### config.mk
export PLATFORM = sky130hd
export DESIGN_NAME = float_mult_pipe_flat
export DESIGN_NICKNAME = d
export VERILOG_FILES = /design/src/rtl/float_mult_pipe_if.sv /design/src/rtl/float_mult_pipe.sv /design/src/flat_wrapper.sv
export SDC_FILE = /design/constraint.sdc
export NUM_CORES = 1
export LEC_CHECK = 0
export CAP_MARGIN = 10
export CORE_ASPECT_RATIO = 1.25
export CORE_MARGIN = 4
export CORE_UTILIZATION = 55
export DETAILED_ROUTE_END_ITERATION = 10
export PLACE_DENSITY_LB_ADDON = 0.15
export SLEW_MARGIN = 20
export SYNTH_ARGS = -nofsm -noshare
export SYNTH_HDL_FRONTEND = slang
export SYNTH_SLANG_ARGS = --single-unit
### constraint.sdc
create_clock -name clk -period 6.8 [get_ports clk]
set_clock_uncertainty 0.05 [all_clocks]
set_input_delay 1.02 -clock clk [delete_from_list [all_inputs] [get_ports clk]]
set_output_delay 1.02 -clock clk [all_outputs]
set_load 0.1 [all_outputs]
### src/rtl/float_mult_pipe_if.sv
// Operand/result handshake bundle for float_mult_pipe.
// out_flags is present only when FMUL_FLAGS_EN is defined.
interface float_mult_pipe_if #(
  parameter int unsigned EXP_W = 5,
  parameter int unsigned MAN_W = 10
);
  localparam int unsigned W = 1 + EXP_W + MAN_W;

  logic         in_valid;
  logic         in_ready;
  logic [W-1:0] in_a;
  logic [W-1:0] in_b;
  logic         out_valid;
  logic         out_ready;
  logic [W-1:0] out_p;
`ifdef FMUL_FLAGS_EN
  logic [4:0]   out_flags;

  modport slave (
    input  in_valid, in_a, in_b, out_ready,
    output in_ready, out_valid, out_p, out_flags
  );
  modport master (
    output in_valid, in_a, in_b, out_ready,
    input  in_ready, out_valid, out_p, out_flags
  );
`else
  modport slave (
    input  in_valid, in_a, in_b, out_ready,
    output in_ready, out_valid, out_p
  );
  modport master (
    output in_valid, in_a, in_b, out_ready,
    input  in_ready, out_valid, out_p
  );
`endif
endinterface

### src/rtl/float_mult_pipe.sv
// Three-stage IEEE-754-style multiplier (unpack, multiply, round/pack), RNE, FTZ.
// Define FMUL_FLAGS_EN to add the registered {invalid, overflow, underflow, inexact, zero} flags.
module float_mult_pipe #(
  parameter int unsigned EXP_W = 5,
  parameter int unsigned MAN_W = 10
) (
  input  logic              clk,
  input  logic              rst_n,
  float_mult_pipe_if.slave  io
);
  localparam int unsigned W  = 1 + EXP_W + MAN_W;
  localparam int unsigned EW = EXP_W + 2;
  localparam int unsigned PW = 2 * MAN_W + 2;
  localparam logic signed [EW-1:0] Bias   = EW'((1 << (EXP_W - 1)) - 1);
  localparam logic signed [EW-1:0] ExpMax = EW'((1 << EXP_W) - 1);

  // Handshake chain: a stage loads when empty or when the stage after it is draining.
  logic v1_q, v2_q, v3_q;
  logic ld1, ld2, ld3;
  assign ld3 = !v3_q || io.out_ready;
  assign ld2 = !v2_q || ld3;
  assign ld1 = !v1_q || ld2;
  assign io.in_ready  = ld1;
  assign io.out_valid = v3_q;

  // S1: unpack and classify
  logic [EXP_W-1:0] ea, eb;
  logic [MAN_W-1:0] fa, fb;
  logic             s1_sign_d, s1_zero_d, s1_inf_d, s1_nan_d;
  logic signed [EW-1:0] s1_exp_d;
  assign ea = io.in_a[W-2 -: EXP_W];
  assign eb = io.in_b[W-2 -: EXP_W];
  assign fa = io.in_a[MAN_W-1:0];
  assign fb = io.in_b[MAN_W-1:0];
  assign s1_sign_d = io.in_a[W-1] ^ io.in_b[W-1];
  assign s1_exp_d  = $signed({2'b00, ea}) + $signed({2'b00, eb}) - Bias;
  assign s1_zero_d = (ea == '0) || (eb == '0);
  assign s1_inf_d  = (&ea && fa == '0) || (&eb && fb == '0);
  assign s1_nan_d  = (&ea && fa != '0) || (&eb && fb != '0);

  logic                 s1_sign_q, s1_zero_q, s1_inf_q, s1_nan_q;
  logic signed [EW-1:0] s1_exp_q;
  logic [MAN_W:0]       s1_ma_q, s1_mb_q;

  // S2: mantissa product
  logic [PW-1:0] s2_prod_d;
  assign s2_prod_d = {{(MAN_W+1){1'b0}}, s1_ma_q} * {{(MAN_W+1){1'b0}}, s1_mb_q};

  logic                 s2_sign_q, s2_zero_q, s2_inf_q, s2_nan_q;
  logic signed [EW-1:0] s2_exp_q;
  logic [PW-1:0]        s2_prod_q;

  // S3: normalise, round, pack
  logic                 msb, guard, sticky, rnd_up, nan_res, ovf, unf;
  logic [PW-2:0]        nrm;
  logic [MAN_W-1:0]     man;
  logic [MAN_W:0]       man_r;
  logic signed [EW-1:0] exp_inc, exp_f;
  logic [W-1:0]         p_d, p_q;

  always_comb begin
    msb     = s2_prod_q[PW-1];
    nrm     = msb ? s2_prod_q[PW-2:0] : {s2_prod_q[PW-3:0], 1'b0};
    man     = nrm[PW-2 -: MAN_W];
    guard   = nrm[MAN_W];
    sticky  = |nrm[MAN_W-1:0];
    rnd_up  = guard && (sticky || man[0]);
    man_r   = {1'b0, man} + (MAN_W+1)'(rnd_up);
    exp_inc = EW'(msb) + EW'(man_r[MAN_W]);
    exp_f   = s2_exp_q + exp_inc;
    ovf     = exp_f >= ExpMax;
    unf     = exp_f <= 0;
    nan_res = s2_nan_q || (s2_inf_q && s2_zero_q);

    p_d = {s2_sign_q, exp_f[EXP_W-1:0], man_r[MAN_W-1:0]};
    if (nan_res) begin
      p_d = {1'b0, {EXP_W{1'b1}}, 1'b1, {(MAN_W-1){1'b0}}};
    end else if (s2_inf_q || (!s2_zero_q && ovf)) begin
      p_d = {s2_sign_q, {EXP_W{1'b1}}, {MAN_W{1'b0}}};
    end else if (s2_zero_q || unf) begin
      p_d = {s2_sign_q, {(W-1){1'b0}}};
    end
  end

`ifdef FMUL_FLAGS_EN
  logic [4:0] flags_d, flags_q;
  logic       special, f_ovf, f_unf;
  always_comb begin
    special = nan_res || s2_inf_q || s2_zero_q;
    f_ovf   = !special && ovf;
    f_unf   = !special && !ovf && unf;
    flags_d = {nan_res, f_ovf, f_unf,
               f_ovf || f_unf || (!special && !ovf && !unf && (guard || sticky)),
               (!nan_res && !s2_inf_q && s2_zero_q) || f_unf};
  end
  assign io.out_flags = flags_q;
`endif

  always_ff @(posedge clk or negedge rst_n) begin
    if (!rst_n) begin
      v1_q      <= 1'b0;
      v2_q      <= 1'b0;
      v3_q      <= 1'b0;
      s1_sign_q <= 1'b0;
      s1_zero_q <= 1'b0;
      s1_inf_q  <= 1'b0;
      s1_nan_q  <= 1'b0;
      s1_exp_q  <= '0;
      s1_ma_q   <= '0;
      s1_mb_q   <= '0;
      s2_sign_q <= 1'b0;
      s2_zero_q <= 1'b0;
      s2_inf_q  <= 1'b0;
      s2_nan_q  <= 1'b0;
      s2_exp_q  <= '0;
      s2_prod_q <= '0;
      p_q       <= '0;
`ifdef FMUL_FLAGS_EN
      flags_q   <= '0;
`endif
    end else begin
      if (ld1) begin
        v1_q <= io.in_valid;
        if (io.in_valid) begin
          s1_sign_q <= s1_sign_d;
          s1_zero_q <= s1_zero_d;
          s1_inf_q  <= s1_inf_d;
          s1_nan_q  <= s1_nan_d;
          s1_exp_q  <= s1_exp_d;
          s1_ma_q   <= {1'b1, fa};
          s1_mb_q   <= {1'b1, fb};
        end
      end
      if (ld2) begin
        v2_q <= v1_q;
        if (v1_q) begin
          s2_sign_q <= s1_sign_q;
          s2_zero_q <= s1_zero_q;
          s2_inf_q  <= s1_inf_q;
          s2_nan_q  <= s1_nan_q;
          s2_exp_q  <= s1_exp_q;
          s2_prod_q <= s2_prod_d;
        end
      end
      if (ld3) begin
        v3_q <= v2_q;
        if (v2_q) begin
          p_q <= p_d;
`ifdef FMUL_FLAGS_EN
          flags_q <= flags_d;
`endif
        end
      end
    end
  end

  assign io.out_p = p_q;
endmodule

### src/flat_wrapper.sv
// flat-port wrapper written by rule: the top's interface ports become plain ports
module float_mult_pipe_flat 
#(
  parameter int unsigned EXP_W = 5,
  parameter int unsigned MAN_W = 10
)
  (clk, rst_n, io_in_valid, io_in_a, io_in_b, io_out_ready, io_in_ready, io_out_valid, io_out_p);
  float_mult_pipe_if #(.EXP_W(EXP_W), .MAN_W(MAN_W)) io_i ();
  input  logic clk;
  input  logic rst_n;
  input wire logic [$bits(io_i.in_valid)-1:0] io_in_valid;
  input wire logic [$bits(io_i.in_a)-1:0] io_in_a;
  input wire logic [$bits(io_i.in_b)-1:0] io_in_b;
  input wire logic [$bits(io_i.out_ready)-1:0] io_out_ready;
  output wire logic [$bits(io_i.in_ready)-1:0] io_in_ready;
  output wire logic [$bits(io_i.out_valid)-1:0] io_out_valid;
  output wire logic [$bits(io_i.out_p)-1:0] io_out_p;
  assign io_i.in_valid = io_in_valid;
  assign io_i.in_a = io_in_a;
  assign io_i.in_b = io_in_b;
  assign io_i.out_ready = io_out_ready;
  assign io_in_ready = io_i.in_ready;
  assign io_out_valid = io_i.out_valid;
  assign io_out_p = io_i.out_p;
  float_mult_pipe #(.EXP_W(EXP_W), .MAN_W(MAN_W)) u_core (.clk(clk), .rst_n(rst_n), .io(io_i));
endmodule
==> reports/metrics.csv, run 1 <==
metric;value;unit
max-slew violation count;0;
global-route total usage across every layer;22.3;%
number of levels the H-tree was split into;3;
predominant post-synthesis flop cell;dfrtp_1;
floorplan die height;144;um
antenna cells;0;
area of the placeable core;14500;um2
hold violation total from the final report;0;
I/O pin total;54;
crit path capture type;flip-flop;
most common cell after layout, fill and taps aside;nand2_1;
layout overhead on the synthesized area;11.4;%
result of the run;completed;
total number of vias;6133;
largest area contributor in the synthesized netlist;dfrtp_1;
buffer levels on the longest clock path;2;
total wire length after detailed routing;17100;um
leading post-synthesis cells by cell area;dfrtp_1 (26%), fa_1 (20%), ha_1 (11%);
aggregate global routing overflow;0;
starting utilization of the core area;56.4;%
number of buffers created by CTS;9;
Final HPWL DP;13500;um
number of global-route vias before repair;6467;
final critical-path required period;5.44;ns
worst slew margin relative to its limit;33.7;%
Finished Layout Cells;1097;
number of hold-repair buffers added at the cts stage;0;
Nets;1102;
last weighted congestion value of the routability-driven placer;0.874;
nets in the synthesized netlist;1078;
via density per instance;5.59;
Slew @ Worst Pin;0.995;ns
final clock period utilization by the worst path;80.0;%
Avg Cell Area, Syn;9.21;um2
number of enable flip-flop cells after synthesis;0;
DRT antenna net count;0;
number of setup violations in the final report;0;
die width;117;um
layout cells sized above 1;6.42;%
final-layout setup total negative slack;0;ns
arrival time worst endpoint;5.62;ns
number of rows created at floorplan;49;
Async SR Flop Fraction;100;%
DRC;0;
cell at the root of the clock tree;clkbuf_16;
worst setup slack before clock tree synthesis;1.40;ns
largest net degree at the start of global routing;85;
post-synthesis sequential area ratio;25.7;%
count of input and output buffers;53;
Post-CTS Setup Repair Bufs;0;
final core utilization;62.8;%
maximum frequency from static timing analysis;184;MHz
TritonCTS clock tree;built;
Netlist cell types;58;
1st-iter DRT viols;262;
Clock transition at path regs;0.07;ns
netlist area before placement;8190;um2
number of antenna violations at the first check in global routing;0;
global-route wire length before repair;30200;um
post-route worst setup slack;1.36;ns
share of Yosys cell area claimed by the top area cell type;25.7;%
Max-Cap Viols;0;
post-synthesis sequential element count;84;
Mapped Cells;890;
worst min-delay path class;reg -> reg;
floorplan die area;16900;um2
First-pass DRT Iterations;4;
post-cts sizing count;0;
crit-path max FO;22;
count of warnings emitted by yosys;0;
Avg WL per Cell;15.6;um
critical setup path kind;reg -> reg;
placed cell count;1081;
clock latency of the later-clocked register in the worst-skew pair;0.35;ns
top library cells by usage in the layout, fill and taps aside;nand2_1 (148), inv_1 (108), dfrtp_1 (84);
critical path launch point type;flip-flop;
TritonCTS Sinks;84;
required time of the critical path;6.98;ns
setup repair after global routing missed its margin;no;
## path summary, 6_finish.rpt
| path | startpoint | endpoint | slack [ns] | cells past startpoint |
|---|---|---|---|---|
| max | u_core.s1_mb_q[10] | u_core.s2_prod_q[20] | 1.36 | 16 |
| min | u_core.s1_inf_q | u_core.s2_inf_q | 0.42 | 2 |
| max reg2reg | u_core.s1_mb_q[10] | u_core.s2_prod_q[20] | 1.36 | 16 |
| min reg2reg | u_core.s1_inf_q | u_core.s2_inf_q | 0.42 | 2 |
| max in group asynchronous | rst_n | u_core.io.out_p[4] | 5.53 | 1 |
| min in group asynchronous | rst_n | u_core.s2_exp_q[4] | 0.65 | 1 |
## cell type report
type | count | area (um2)
fill | 1246 | 5400
timing repair buffer | 55 | 547
clock buffer | 9 | 225
multi-input combinational | 656 | 5520
clock inverter | 7 | 105
inverter | 108 | 405
tap | 178 | 223
sequential | 84 | 2100
## kinds of logic after synthesis
| kind of cell | count (synthesis) | share of synthesized area, % |
|---|---|---|
| multiplexers | 28 | 3.79 |
| adder cells (fa/ha/maj) | 152 | 30.7 |
| AO/OA/AOI/OAI | 121 | 9.77 |
| XOR/XNOR | 29 | 3.10 |
| AND/OR/NAND/NOR | 326 | 20.0 |
| buffers and inverters | 150 | 6.96 |
| flip-flops | 84 | 25.7 |
## through the flow
stage	instance area (um2)	hold WS (ns)
after floorplan	8190	0.383
after global placement	8790	0.401
after detailed placement	8790	0.405
after CTS	9120	0.420
after global routing	9130	0.441
final	9130	0.421
## flip-flops by register name, summed over array words and instances (netlist names)
| signal | cells |
|---|---|
| u_core.s2_exp_q | 7 |
| u_core.s2_nan_q | 1 |
| u_core.v2_q | 1 |
| u_core.s1_ma_q | 10 |
| u_core.s2_sign_q | 1 |
| u_core.s1_sign_q | 1 |
| u_core.s1_inf_q | 1 |
| u_core.s1_mb_q | 11 |
| u_core.s1_exp_q | 7 |
| u_core.s2_zero_q | 1 |
| u_core.io.out_p | 16 |
| u_core.s2_inf_q | 1 |
| u_core.s2_prod_q | 22 |
| u_core.s1_nan_q | 1 |
| u_core.io.out_valid | 1 |
| u_core.v1_q | 1 |
| u_core.s1_zero_q | 1 |
## critical path, stage by stage, from the launching register on
cell and delay (ns):
dfrtp_1 0.76, nand2_1 0.18, fa_1 0.54, fa_1 0.55, inv_1 0.06, fa_1 0.50, fa_1 0.55, inv_1 0.06
fa_1 0.52, inv_1 0.04, ha_1 0.31, inv_1 0.08, a211o_1 0.25, a21bo_2 0.24, nor2_1 0.31, a31oi_1 0.14
nand3b_1 0.17
## Yosys cell counts (all sizes together), types with 4 or more instances
| cell type | n |
|---|---|
| o31ai | 8 |
| a21o | 10 |
| mux2 | 24 |
| clkbuf | 35 |
| nor2 | 18 |
| nand4 | 7 |
| nor2b | 5 |
| a31oi | 6 |
| fa | 82 |
| a22o | 8 |
| nor4 | 7 |
| and3 | 9 |
| nor3 | 6 |
| xor2 | 14 |
| buf | 7 |
| nand3 | 25 |
| xnor2 | 15 |
| dfrtp | 84 |
| o21ai | 27 |
| nand3b | 5 |
| and2 | 67 |
| or4 | 4 |
| mux2i | 4 |
| nand2 | 148 |
| inv | 108 |
| a21oi | 35 |
| ha | 70 |
| nand2b | 13 |
## layer usage
metal | vias to the layer above | part of all wire [%] | wire length, um | GRT usage [%]
li1 | 2967 | - | - | -
met1 | 2981 | 42 | 7220 | 27.9
met2 | 145 | 51 | 8670 | 38.3
met3 | 40 | 4.5 | 771 | 4.40
met4 | 0 | 2.7 | 469 | 7.85
met5 | - | 0 | 0 | 0
Power of run 1 is left out: the tool's default activity adds up to more than one toggle a clock period on the data nets, which glitch-free logic cannot reach.
==> run 2, diff against run 1 <==
==> constraint.sdc (replaced) <==
create_clock -name clk -period 5.4 [get_ports clk]
set_clock_uncertainty 0.05 [all_clocks]
set_input_delay 0.81 -clock clk [delete_from_list [all_inputs] [get_ports clk]]
set_output_delay 0.81 -clock clk [all_outputs]
set_load 0.1 [all_outputs]
==> reports/metrics.csv, run 2 (same netlist as run 1, synthesis figures left out) <==
metric;value;unit
result of the run;completed;
Clock transition at path regs;0.06;ns
required time of the critical path;5.55;ns
arrival time worst endpoint;5.29;ns
starting utilization of the core area;56.4;%
DRT antenna net count;0;
cell at the root of the clock tree;clkbuf_16;
number of buffer and inverter instances along the worst setup path;3;
Post-CTS Setup Repair Bufs;0;
1st-iter DRT viols;286;
cells along the critical path;nand2_1 > fa_1 > inv_1 > fa_1 > fa_1 > fa_1 > inv_1 > fa_1 > inv_1 > ha_1 > a21o_1 > a221o_1 > a31o_2 > a31oi_4 > xor2_1 > o21ai_1;
Largest delay share family, worst path;adder cells;
max-slew violation count;0;
global-route wire length before repair;30100;um
floorplan die height;144;um
TritonCTS clock tree;built;
setup repair after global routing missed its margin;no;
floorplan die area;16900;um2
Max-Cap Viols;0;
final critical-path required period;5.13;ns
number of rows created at floorplan;49;
slowest stage cell on the critical path;fa_1;
layout cells sized above 1;8.91;%
number of antenna violations at the first check in global routing;0;
Final HPWL DP;13900;um
last weighted congestion value of the routability-driven placer;0.851;
buffer levels on the longest clock path;2;
Nets;1115;
worst min-delay path class;reg -> reg;
Top reg by flops;u_core.s2_prod_q;
I/O pin total;54;
worst slew margin relative to its limit;33.0;%
final clock period utilization by the worst path;95.1;%
Avg WL per Cell;15.7;um
area of the placeable core;14500;um2
First-pass DRT Iterations;5;
number of hold-repair buffers added at the cts stage;0;
most common cell type on the critical path;fa_1;
antenna cells;0;
hold violation total from the final report;0;
delay contributed by the slowest stage of the critical path;0.56;ns
most common cell after layout, fill and taps aside;nand2_1;
total wire length after detailed routing;17400;um
maximum frequency from static timing analysis;195;MHz
number of levels the H-tree was split into;3;
clock latency of the later-clocked register in the worst-skew pair;0.35;ns
number of buffers created by CTS;9;
top library cells by usage in the layout, fill and taps aside;nand2_1 (148), inv_1 (108), fa_1 (82);
TritonCTS Sinks;84;
aggregate global routing overflow;0;
number of setup violations in the final report;0;
via density per instance;5.49;
critical setup path kind;reg -> reg;
die width;117;um
flip-flop count of the largest register after layout;22;
count of input and output buffers;53;
global-route total usage across every layer;22.4;%
Slew @ Worst Pin;1.01;ns
crit-path max FO;7;
total number of vias;6098;
number of global-route vias before repair;6399;
critical path launch point type;flip-flop;
largest net degree at the start of global routing;85;
DRC;0;
fill cell count;1239;
final-layout setup total negative slack;0;ns
crit path capture type;flip-flop;
post-cts sizing count;0;
layout overhead on the synthesized area;12.8;%
-- run 2: cell count changes in the layout (fill, tap and decap cells not counted), sizes merged --
cell	before	now
buf	3	16
inv	111	112
clkinvlp	1	0
-- run 2: path summary, 6_finish.rpt --
check                             startpoint              endpoint  slack (ns)  cells past startpoint
max reg2reg                u_core.s1_ma_q[8]  u_core.s2_prod_q[17]        0.27                     16
min in group asynchronous              rst_n    u_core.s2_exp_q[6]        0.44                      1
min                         u_core.s1_sign_q      u_core.s2_sign_q        0.41                      2
min reg2reg                 u_core.s1_sign_q      u_core.s2_sign_q        0.41                      2
max in group asynchronous              rst_n     u_core.s1_mb_q[7]        4.29                      1
max                        u_core.s1_ma_q[8]  u_core.s2_prod_q[17]        0.27                     16
-- run 2: worst register-to-register path: stages (launching register included) --
cell and delay, ns:
dfrtp_1 0.53, nand2_1 0.13, fa_1 0.54, inv_1 0.05, fa_1 0.52, fa_1 0.44, fa_1 0.56, inv_1 0.06
fa_1 0.53, inv_1 0.04, ha_1 0.32, a21o_1 0.18, a221o_1 0.34, a31o_2 0.27, a31oi_4 0.19, xor2_1 0.16
o21ai_1 0.07
-- run 2: cell type report --
class	instances	area, um2	area share (%)
clock inverters	7	103	1.11
repair buffers	68	644	6.97
clock buffers	9	225	2.44
well taps	178	223	2.41
multi-input cells	656	5530	59.8
flip-flops and latches	84	2120	22.9
inverters	108	405	4.38
-- run 2: per-stage QoR --
stage	std cells	utilization (%)	area [um2]	hold slack (ns)	worst slack, ns
floorplan	890	-	8190	0.383	0.340
global placement	1094	61.2	8890	0.400	0.210
detailed placement	1094	61.2	8890	0.401	0.107
CTS	1110	63.4	9220	0.418	0.0779
global route	1110	63.6	9250	0.446	0.00129
finish	1110	63.6	9250	0.415	0.267
-- run 2: per-layer routing --
layer	wire, um	global-route usage (%)
met5	0	0
met4	369	7.07
met3	445	3.10
met1	7880	28.8
met2	8700	38.9
Power of run 2 is left out for the same reason.
